**config.mk**
```make
export PLATFORM = sky130hd
export DESIGN_NAME = dac_frame_buffer
export DESIGN_NICKNAME = d
export VERILOG_FILES = /design/src/rtl/dac_frame_buffer.sv
export SDC_FILE = /design/constraint.sdc
export NUM_CORES = 2
export LEC_CHECK = 0
export CORE_ASPECT_RATIO = 1.25
export CORE_MARGIN = 2
export CORE_UTILIZATION = 60
export CTS_BUF_LIST = sky130_fd_sc_hd__clkbuf_2 sky130_fd_sc_hd__clkbuf_4 sky130_fd_sc_hd__clkbuf_8
export CTS_CLUSTER_SIZE = 28
export DETAILED_ROUTE_END_ITERATION = 8
export GPL_ROUTABILITY_DRIVEN = 0
export PLACE_DENSITY_LB_ADDON = 0.15
export SETUP_SLACK_MARGIN = 0.3
export SYNTH_ARGS = -nofsm -noshare
export SYNTH_HDL_FRONTEND = slang
export SYNTH_SLANG_ARGS = --single-unit
```
**constraint.sdc**
```tcl
create_clock -name clk -period 3.7 [get_ports clk]
set_input_delay 1.11 -clock clk [delete_from_list [all_inputs] [get_ports clk]]
set_output_delay 1.11 -clock clk [all_outputs]
set_load 0.01 [all_outputs]
```
**src/rtl/dac_frame_buffer.sv**
```systemverilog
// ---------------------------------------------------------------------------
// dac_frame_buffer
//   Double-buffered (ping-pong) sample store between a host writer and a DAC
//   slot sequencer. The host fills the write bank (~SEL) while the sequencer
//   reads the other bank (registered SEL) one slot address at a time.
//
// Optional feature:
//   DAC_MIDSCALE_SYNC_EN - when defined, the frame-sync slot (ADR==FRAME_LEN)
//   loads the midscale code into dac_data two cycles after the address event.
//   When undefined, dac_data holds the last data-slot value through the sync
//   slot.
//
// Ports:
//   clk        in   system clock, all logic on posedge
//   reset      in   synchronous active-high reset
//   ADR[6:0]   in   slot address: 0..FRAME_LEN-1 data, FRAME_LEN sync
//   SEL        in   bank select, toggles once per frame
//   wr_valid   in   host sample valid
//   wr_data    in   host sample
//   wr_ready   out  buffer accepts a sample this cycle
//   dac_data   out  registered DAC sample
//   dac_strobe out  one-cycle pulse marking a new dac_data value
//   underrun   out  one-cycle pulse: bank swap before write bank was full
// ---------------------------------------------------------------------------
module dac_frame_buffer #(
  parameter int DATA_W    = 12,
  parameter int FRAME_LEN = 80
) (
  input  logic              clk,
  input  logic              reset,
  input  logic [6:0]        ADR,
  input  logic              SEL,
  input  logic              wr_valid,
  input  logic [DATA_W-1:0] wr_data,
  output logic              wr_ready,
  output logic [DATA_W-1:0] dac_data,
  output logic              dac_strobe,
  output logic              underrun
);

  localparam int              AW       = $clog2(FRAME_LEN);
  localparam logic [AW-1:0]   LAST_PTR = AW'(FRAME_LEN - 1);
  localparam logic [6:0]      SYNC_ADR = 7'(FRAME_LEN);
`ifdef DAC_MIDSCALE_SYNC_EN
  localparam logic [DATA_W-1:0] MIDSCALE = {1'b1, {(DATA_W-1){1'b0}}};
`endif

  typedef enum logic {
    FILL = 1'b0,
    FULL = 1'b1
  } wr_state_t;

  // Two banks; bank index 0/1 matches the SEL encoding.
  logic [DATA_W-1:0] mem_r [0:1][0:FRAME_LEN-1];

  wr_state_t         state_r;
  logic              wr_ready_r;
  logic [AW-1:0]     wptr_r;
  logic              sel_q_r;
  logic [6:0]        adr_q_r;
  logic              underrun_r;

  logic [DATA_W-1:0] rd_data_r;
  logic              rd_strobe_r;
`ifdef DAC_MIDSCALE_SYNC_EN
  logic              rd_sync_r;
  logic              sync_event_s;
`endif
  logic [DATA_W-1:0] dac_data_r;
  logic              dac_strobe_r;

  logic              sel_change_s;
  logic              wr_accept_s;
  logic              last_write_s;
  logic              wr_bank_s;
  logic              adr_event_s;
  logic              data_event_s;
  logic [AW-1:0]     rd_idx_s;

  assign sel_change_s = (SEL != sel_q_r);
  // wr_ready_r tracks the FSM state; the reset term keeps ready low during reset.
  assign wr_accept_s  = wr_ready_r & wr_valid & ~reset;
  assign last_write_s = (wptr_r == LAST_PTR);
  // Writes use the bank opposite the registered SEL, so a final write that
  // coincides with a SEL change still lands in the outgoing write bank, and
  // reads (bank sel_q_r) never share a bank with writes.
  assign wr_bank_s    = ~sel_q_r;
  assign adr_event_s  = (ADR != adr_q_r);
  assign data_event_s = adr_event_s & (ADR < SYNC_ADR);
  assign rd_idx_s     = ADR[AW-1:0];
`ifdef DAC_MIDSCALE_SYNC_EN
  assign sync_event_s = adr_event_s & (ADR == SYNC_ADR);
`endif

  // Writer FSM: fill pointer, bank-swap tracking and underrun detection.
  always_ff @(posedge clk) begin
    if (reset) begin
      state_r    <= FILL;
      wr_ready_r <= 1'b1;
      wptr_r     <= '0;
      sel_q_r    <= SEL;
      underrun_r <= 1'b0;
    end else begin
      sel_q_r    <= SEL;
      // A swap is only an underrun if the bank was neither full nor being
      // completed by a coincident final write.
      underrun_r <= sel_change_s & (state_r == FILL) & ~(wr_accept_s & last_write_s);
      if (sel_change_s) begin
        state_r    <= FILL;
        wr_ready_r <= 1'b1;
        wptr_r     <= '0;
      end else begin
        case (state_r)
          FILL: begin
            if (wr_accept_s) begin
              if (last_write_s) begin
                state_r    <= FULL;
                wr_ready_r <= 1'b0;
                wptr_r     <= '0;
              end else begin
                wptr_r     <= wptr_r + AW'(1);
              end
            end
          end
          FULL: begin
            wr_ready_r <= 1'b0;
          end
          default: begin
            state_r    <= FILL;
            wr_ready_r <= 1'b1;
            wptr_r     <= '0;
          end
        endcase
      end
    end
  end

  // Sample storage write port; contents survive reset.
  always_ff @(posedge clk) begin
    if (wr_accept_s) begin
      mem_r[wr_bank_s][wptr_r] <= wr_data;
    end
  end

  // Read stage 1: address-change detection and synchronous RAM read.
  always_ff @(posedge clk) begin
    if (reset) begin
      adr_q_r     <= ADR;
      rd_data_r   <= '0;
      rd_strobe_r <= 1'b0;
`ifdef DAC_MIDSCALE_SYNC_EN
      rd_sync_r   <= 1'b0;
`endif
    end else begin
      adr_q_r     <= ADR;
      rd_strobe_r <= data_event_s;
`ifdef DAC_MIDSCALE_SYNC_EN
      rd_sync_r   <= sync_event_s;
`endif
      if (data_event_s) begin
        rd_data_r <= mem_r[sel_q_r][rd_idx_s];
      end
    end
  end

  // Read stage 2: DAC output register and strobe.
  always_ff @(posedge clk) begin
    if (reset) begin
      dac_data_r   <= '0;
      dac_strobe_r <= 1'b0;
    end else if (rd_strobe_r) begin
      dac_data_r   <= rd_data_r;
      dac_strobe_r <= 1'b1;
`ifdef DAC_MIDSCALE_SYNC_EN
    end else if (rd_sync_r) begin
      dac_data_r   <= MIDSCALE;
      dac_strobe_r <= 1'b0;
`endif
    end else begin
      dac_data_r   <= dac_data_r;
      dac_strobe_r <= 1'b0;
    end
  end

  assign wr_ready   = wr_ready_r & ~reset;
  assign dac_data   = dac_data_r;
  assign dac_strobe = dac_strobe_r;
  assign underrun   = underrun_r;

endmodule

```
# Word level (Yosys, flattened, before mapping)
# Memories as Yosys holds them, arrays and structs flattened. A register that Yosys moved wholly into a read port is not among the register bits.
# Cells that the tools add are included.
word_totals:
  inputBits: 23
  word_cells: 53
  regBits: 44
  output_inout_bits: 15
  memories: 1
  ram_bits: 1920
memory_table:
  columns: ["memory", "depth", "width", "read_ports", "rd_clocked_by_memory_dff", "wr", "line", "rtl"]
  rows:
  - ["mem_r", 2, 960, 1, 1, 1, "54", "logic [DATA_W-1:0] mem_r [0:1][0:FRAME_LEN-1];"]
classes:
  eq_ne: 5
  magnitude_cmp: 4
  n_addsub: 1
  n_mux: 15
  n_reduce_logical: 4
  bitwise: 13
op_table:
  columns: ["cell", "count"]
  rows:
  - ["$mux 960", 1]
  - ["$bmux 12 s7", 1]
  - ["$demux 12 s7", 1]
  - ["$mux 12", 3]
  - ["$ge 8x8->1 const B", 2]
  - ["$not 7->8", 2]
  - ["$lt 8x1->1 const B", 1]
  - ["$add 7x1->7 const B", 1]
  - ["$and 1x1->1", 7]
  - ["$eq 7x7->1 const B", 1]
  - ["$lt 7x7->1 const B", 1]
  - ["$mux 1", 7]
  - ["$mux 7", 1]
  - ["$ne 7x7->1", 1]
  - ["$ne 2x2->1 const B", 2]
  - ["$not 1->1", 4]
  - ["$reduce_and 2->1", 2]
  - ["$pmux 1 s2", 1]
  - ["$reduce_or 2->1", 1]
  - ["$logic_and 1x1->1", 1]
  - ["$ne 1x1->1", 1]

# Depth between registers and ports, before layout
depth:
  word_depth: 6
  mapped_depth: 12

# Least setup slack after synthesis
# Ideal clock, no wire load.
synth_path:
  path_type: "input-to-reg"
  from: "in reset"
  to: "mem mem_r[0][228] (netlist bit), enable pin"
  slack_ps: 349
  setup_time_ps: 380
  arrival_time_ps: 2971
  stages: 6
  t_required_ps: 3320
  path_buffers: 1
  cell_sequence: "nor2b_1 nand2_1 nor3b_1 nand3_1 clkbuf_1 nor2_1"
synth_via:
  elab_chain_len: 4
synth_rtl:
  columns: ["element", "line", "rtl"]
  rows:
  - ["start: declaration", "30", "input logic reset,"]
  - ["$not 1->1", "82", "assign wr_accept_s = wr_ready_r & wr_valid & ~reset;"]
  - ["$and 1x1->1", "82", null]
  - ["$mux 1", "140", "if (wr_accept_s) begin"]
  - ["$mux 960 (not written as such)", "141", "mem_r[wr_bank_s][wptr_r] <= wr_data;"]
  - ["end: declaration", "54", null]
# Every way passes these cells.

==> flow_summary.ini <==
[global_route]
grt_pass1_vias = 38100
grt_max_degree = 109
grt-ovfl-total = 0
grt_usage_pct = 28.1
grt_pass1_wl_um = 258000
antenna_found_initial = 2

[pwr]
finalPower_mw = 43.7
power.leakage_nw = 27.6
vdd_drop_max_mv = 0.425
powerDensity_nw_per_um2 = 508

[setup_path]
critPathLaunchType = flip-flop
crit_buf_inv = 2
crit_chain = buf_12 > buf_4 > mux4_2 > mux4_2 > o21ai_0 > a311oi_1
cp_num_cells = 6
setup.worst_path.class = flip-flop to flip-flop
worstPathRequired_ns = 4.52
r2r_slack_ns = 0.26
cp_max_fo = 27
rr_endpoint = rd_data_r[10]
r2r-start = sel_q_r
ff2ff_path_depth = 6
crit_path_end_kind = flip-flop
cpLargestDelayFamily = compound AO/OA/AOI/OAI gates
cpMaxStageDelayCell = o21ai_0
crit_end = rd_data_r[10]
max_stage_delay_ns = 0.89
worst_path_most_repeated_cell = mux4_2
cp.arrival_ns = 4.27
setup.worst_path.start = sel_q_r

[synth]
syn_nets = 3349
synth-async-reset-ratio_pct = 0
syn_area_um2 = 75700
synth-warning-count = 0
syn-mean-instance-area_um2 = 22.8
yosysTopAreaCellShare_pct = 76.2
synth-seq-cells = 1964
yosysUniqueCellTypes = 52
synthFlopType = edfxtp_1
synth_seq_area_share_pct = 77.3
synth_top_area_cell = edfxtp_1
synth_area_leaders = edfxtp_1 76%, mux4_2 16%, dfxtp_1 1.2%
synth_cells = 3325
synth-edff-count = 1920

[route]
drt_wl_total_um = 177000
via_per_inst = 6.50
drt_pass1_iterations = 6
post_drt_wl_per_cell_um = 31.2
drc = 0
drt_iter0_drc = 4769
vias = 36800
ant_nets = 0

[sta]
hold_viol_final = 0
clock_skew_ns = 0.0594
worst_slew_pin_slew_ns = 1.22
fin_crit_sh_pct = 93.1
finalSetupTns_ns = 0
rsz0062_at_grt = true
post-route-min-period_ns = 3.44
slew_headroom_pct = 18.5
worst_slack_ns = 0.256
slew_violations = 0
fmax_ghz = 0.290
setup_viol = 0

[floorplanning]
core_area_um2 = 125000
io_pins = 38
dieArea_um2 = 129000
dieHeight_um = 401
dieWidth_um = 322
fp-row-count = 145
start_util_pct = 60.5

[clock_network]
cts.clk_slew.worst_paths_ns = 0.06
htree_levels = 5
cts_buffers = 308
insertion_delay_ns = 1.01
cts_root_buf = clkbuf_8
clockBufferDepth = 4
cts_tree = built
clock_sinks = 1964
postCtsHoldBufs = 0

[layout]
drive_above_1_share_pct = 34.4
final_cells = 5670
fill_cells = 7498
syn2layout_area_growth_pct = 13.8
fin_nets = 3874
multiInputGateArea_um2 = 16000
regArea_um2 = 58500

[placement]
hpwl_um = 115000
place_ws_ns = -0.199
dp.cells = 5150
io_buffer_count = 37

[min_path]
hp-class = flip-flop to flip-flop

[run_status]
status = finished clean

[flow_run]
maxCapViolCount = 0
## worst min-delay path by stage
stage / start / to / slack [ns] / cells after the start
floorplan: wr_ready_r / wr_ready_r / 0.42 / 1
global placement: wr_ready_r / wr_ready_r / 0.45 / 1
detailed placement: wr_ready_r / wr_ready_r / 0.45 / 1
CTS: wr_ready_r / wr_ready_r / 0.46 / 1
global route: wr_ready_r / wr_ready_r / 0.47 / 1
finish: wr_ready_r / wr_ready_r / 0.45 / 1
## power by group
group	leakage [nW]	switching (mW)	total [mW]	internal, mW
sequential	17.6	0.0332	24.5	24.4
clock	3.00	7.87	17.1	9.19
combinational	7.03	1.31	2.21	0.901
total	27.6	9.21	43.7	34.5
## flip-flops by register name, indices dropped and copies added (netlist names)
register and flops:
rd_strobe_r 1, state_r 1, sel_q_r 1, dac_strobe 1, underrun 1, wr_ready_r 1, dac_data 12, wptr_r 7
mem_r 1920, adr_q_r 7, rd_data_r 12
## final cells by class
cell class              count  area share, %
clock buffers             400           5.81
diodes                      4         0.0116
flip-flops and latches   1964           68.0
well taps                1617           2.35
clock inverters           109          0.748
inverters                   5         0.0262
multi-input cells        1168           18.6
repair buffers            403           4.50
## metrics by stage
stage / instance area, um^2 / hold slack [ns] / utilization (%)
global placement: 80400 / 0.447 / 64.3
CTS: 86100 / 0.464 / 68.9
finish: 86100 / 0.454 / 68.9
global route: 86100 / 0.474 / 68.9
detailed placement: 80400 / 0.448 / 64.3
floorplan: 75700 / 0.418 / -
## synthesized netlist by cell type, types with 4 or more instances
master / number
a2111oi_0: 7
a211oi_1: 8
a21oi_1: 10
a221oi_1: 10
a22oi_1: 18
a311oi_1: 10
a31oi_1: 7
and3_1: 11
buf_1: 7
buf_12: 6
buf_2: 58
buf_4: 29
buf_6: 20
buf_8: 4
clkbuf_1: 64
dfxtp_1: 44
edfxtp_1: 1920
mux2i_1: 81
mux4_2: 550
nand2_1: 95
nand2b_1: 4
nand3_1: 35
nand4_1: 5
nor2_1: 210
nor2b_1: 16
nor3_1: 7
o21ai_0: 12
o221ai_1: 20
o22ai_1: 11
xor2_1: 9
## layer usage
layer	part of all wire (%)	track usage [%]	up-vias
li1	-	-	15100
met1	39	39.6	19500
met2	50	44.8	1890
met3	8.5	5.08	286
met4	3.2	10.4	0
met5	0	0	-
## layout by cell type, fill, tap and decap left out, types with 20 or more instances in the layout
cell	count
mux4_2	550
buf_12	62
mux2i_1	81
nand3_1	35
clkinv_1	60
clkinv_2	37
clkbuf_8	320
edfxtp_1	1920
clkbuf_4	80
clkdlybuf4s50_1	20
nor2_1	210
buf_4	311
nand2_1	95
dfxtp_1	43
## cell families after synthesis
kind of cell             count (synthesis)  share of synthesized area [%]
flip-flops                            1964                           77.3
multiplexers                           632                           17.5
AND/OR/NAND/NOR                        394                           2.19
buffers and inverters                  193                           1.58
AO/OA/AOI/OAI                          129                           1.28
XOR/XNOR                                12                          0.139
adder cells (fa/ha/maj)                  1                         0.0165
## timing repair
item                                    in CTS  in global routing
gates resized for setup                      1                  9
pin swaps                                    0                  1
gates cloned                                 0                  0
endpoints found under the setup margin       8                  3
buffers inserted                             7                  0
(Power assumes the default switching activity.)
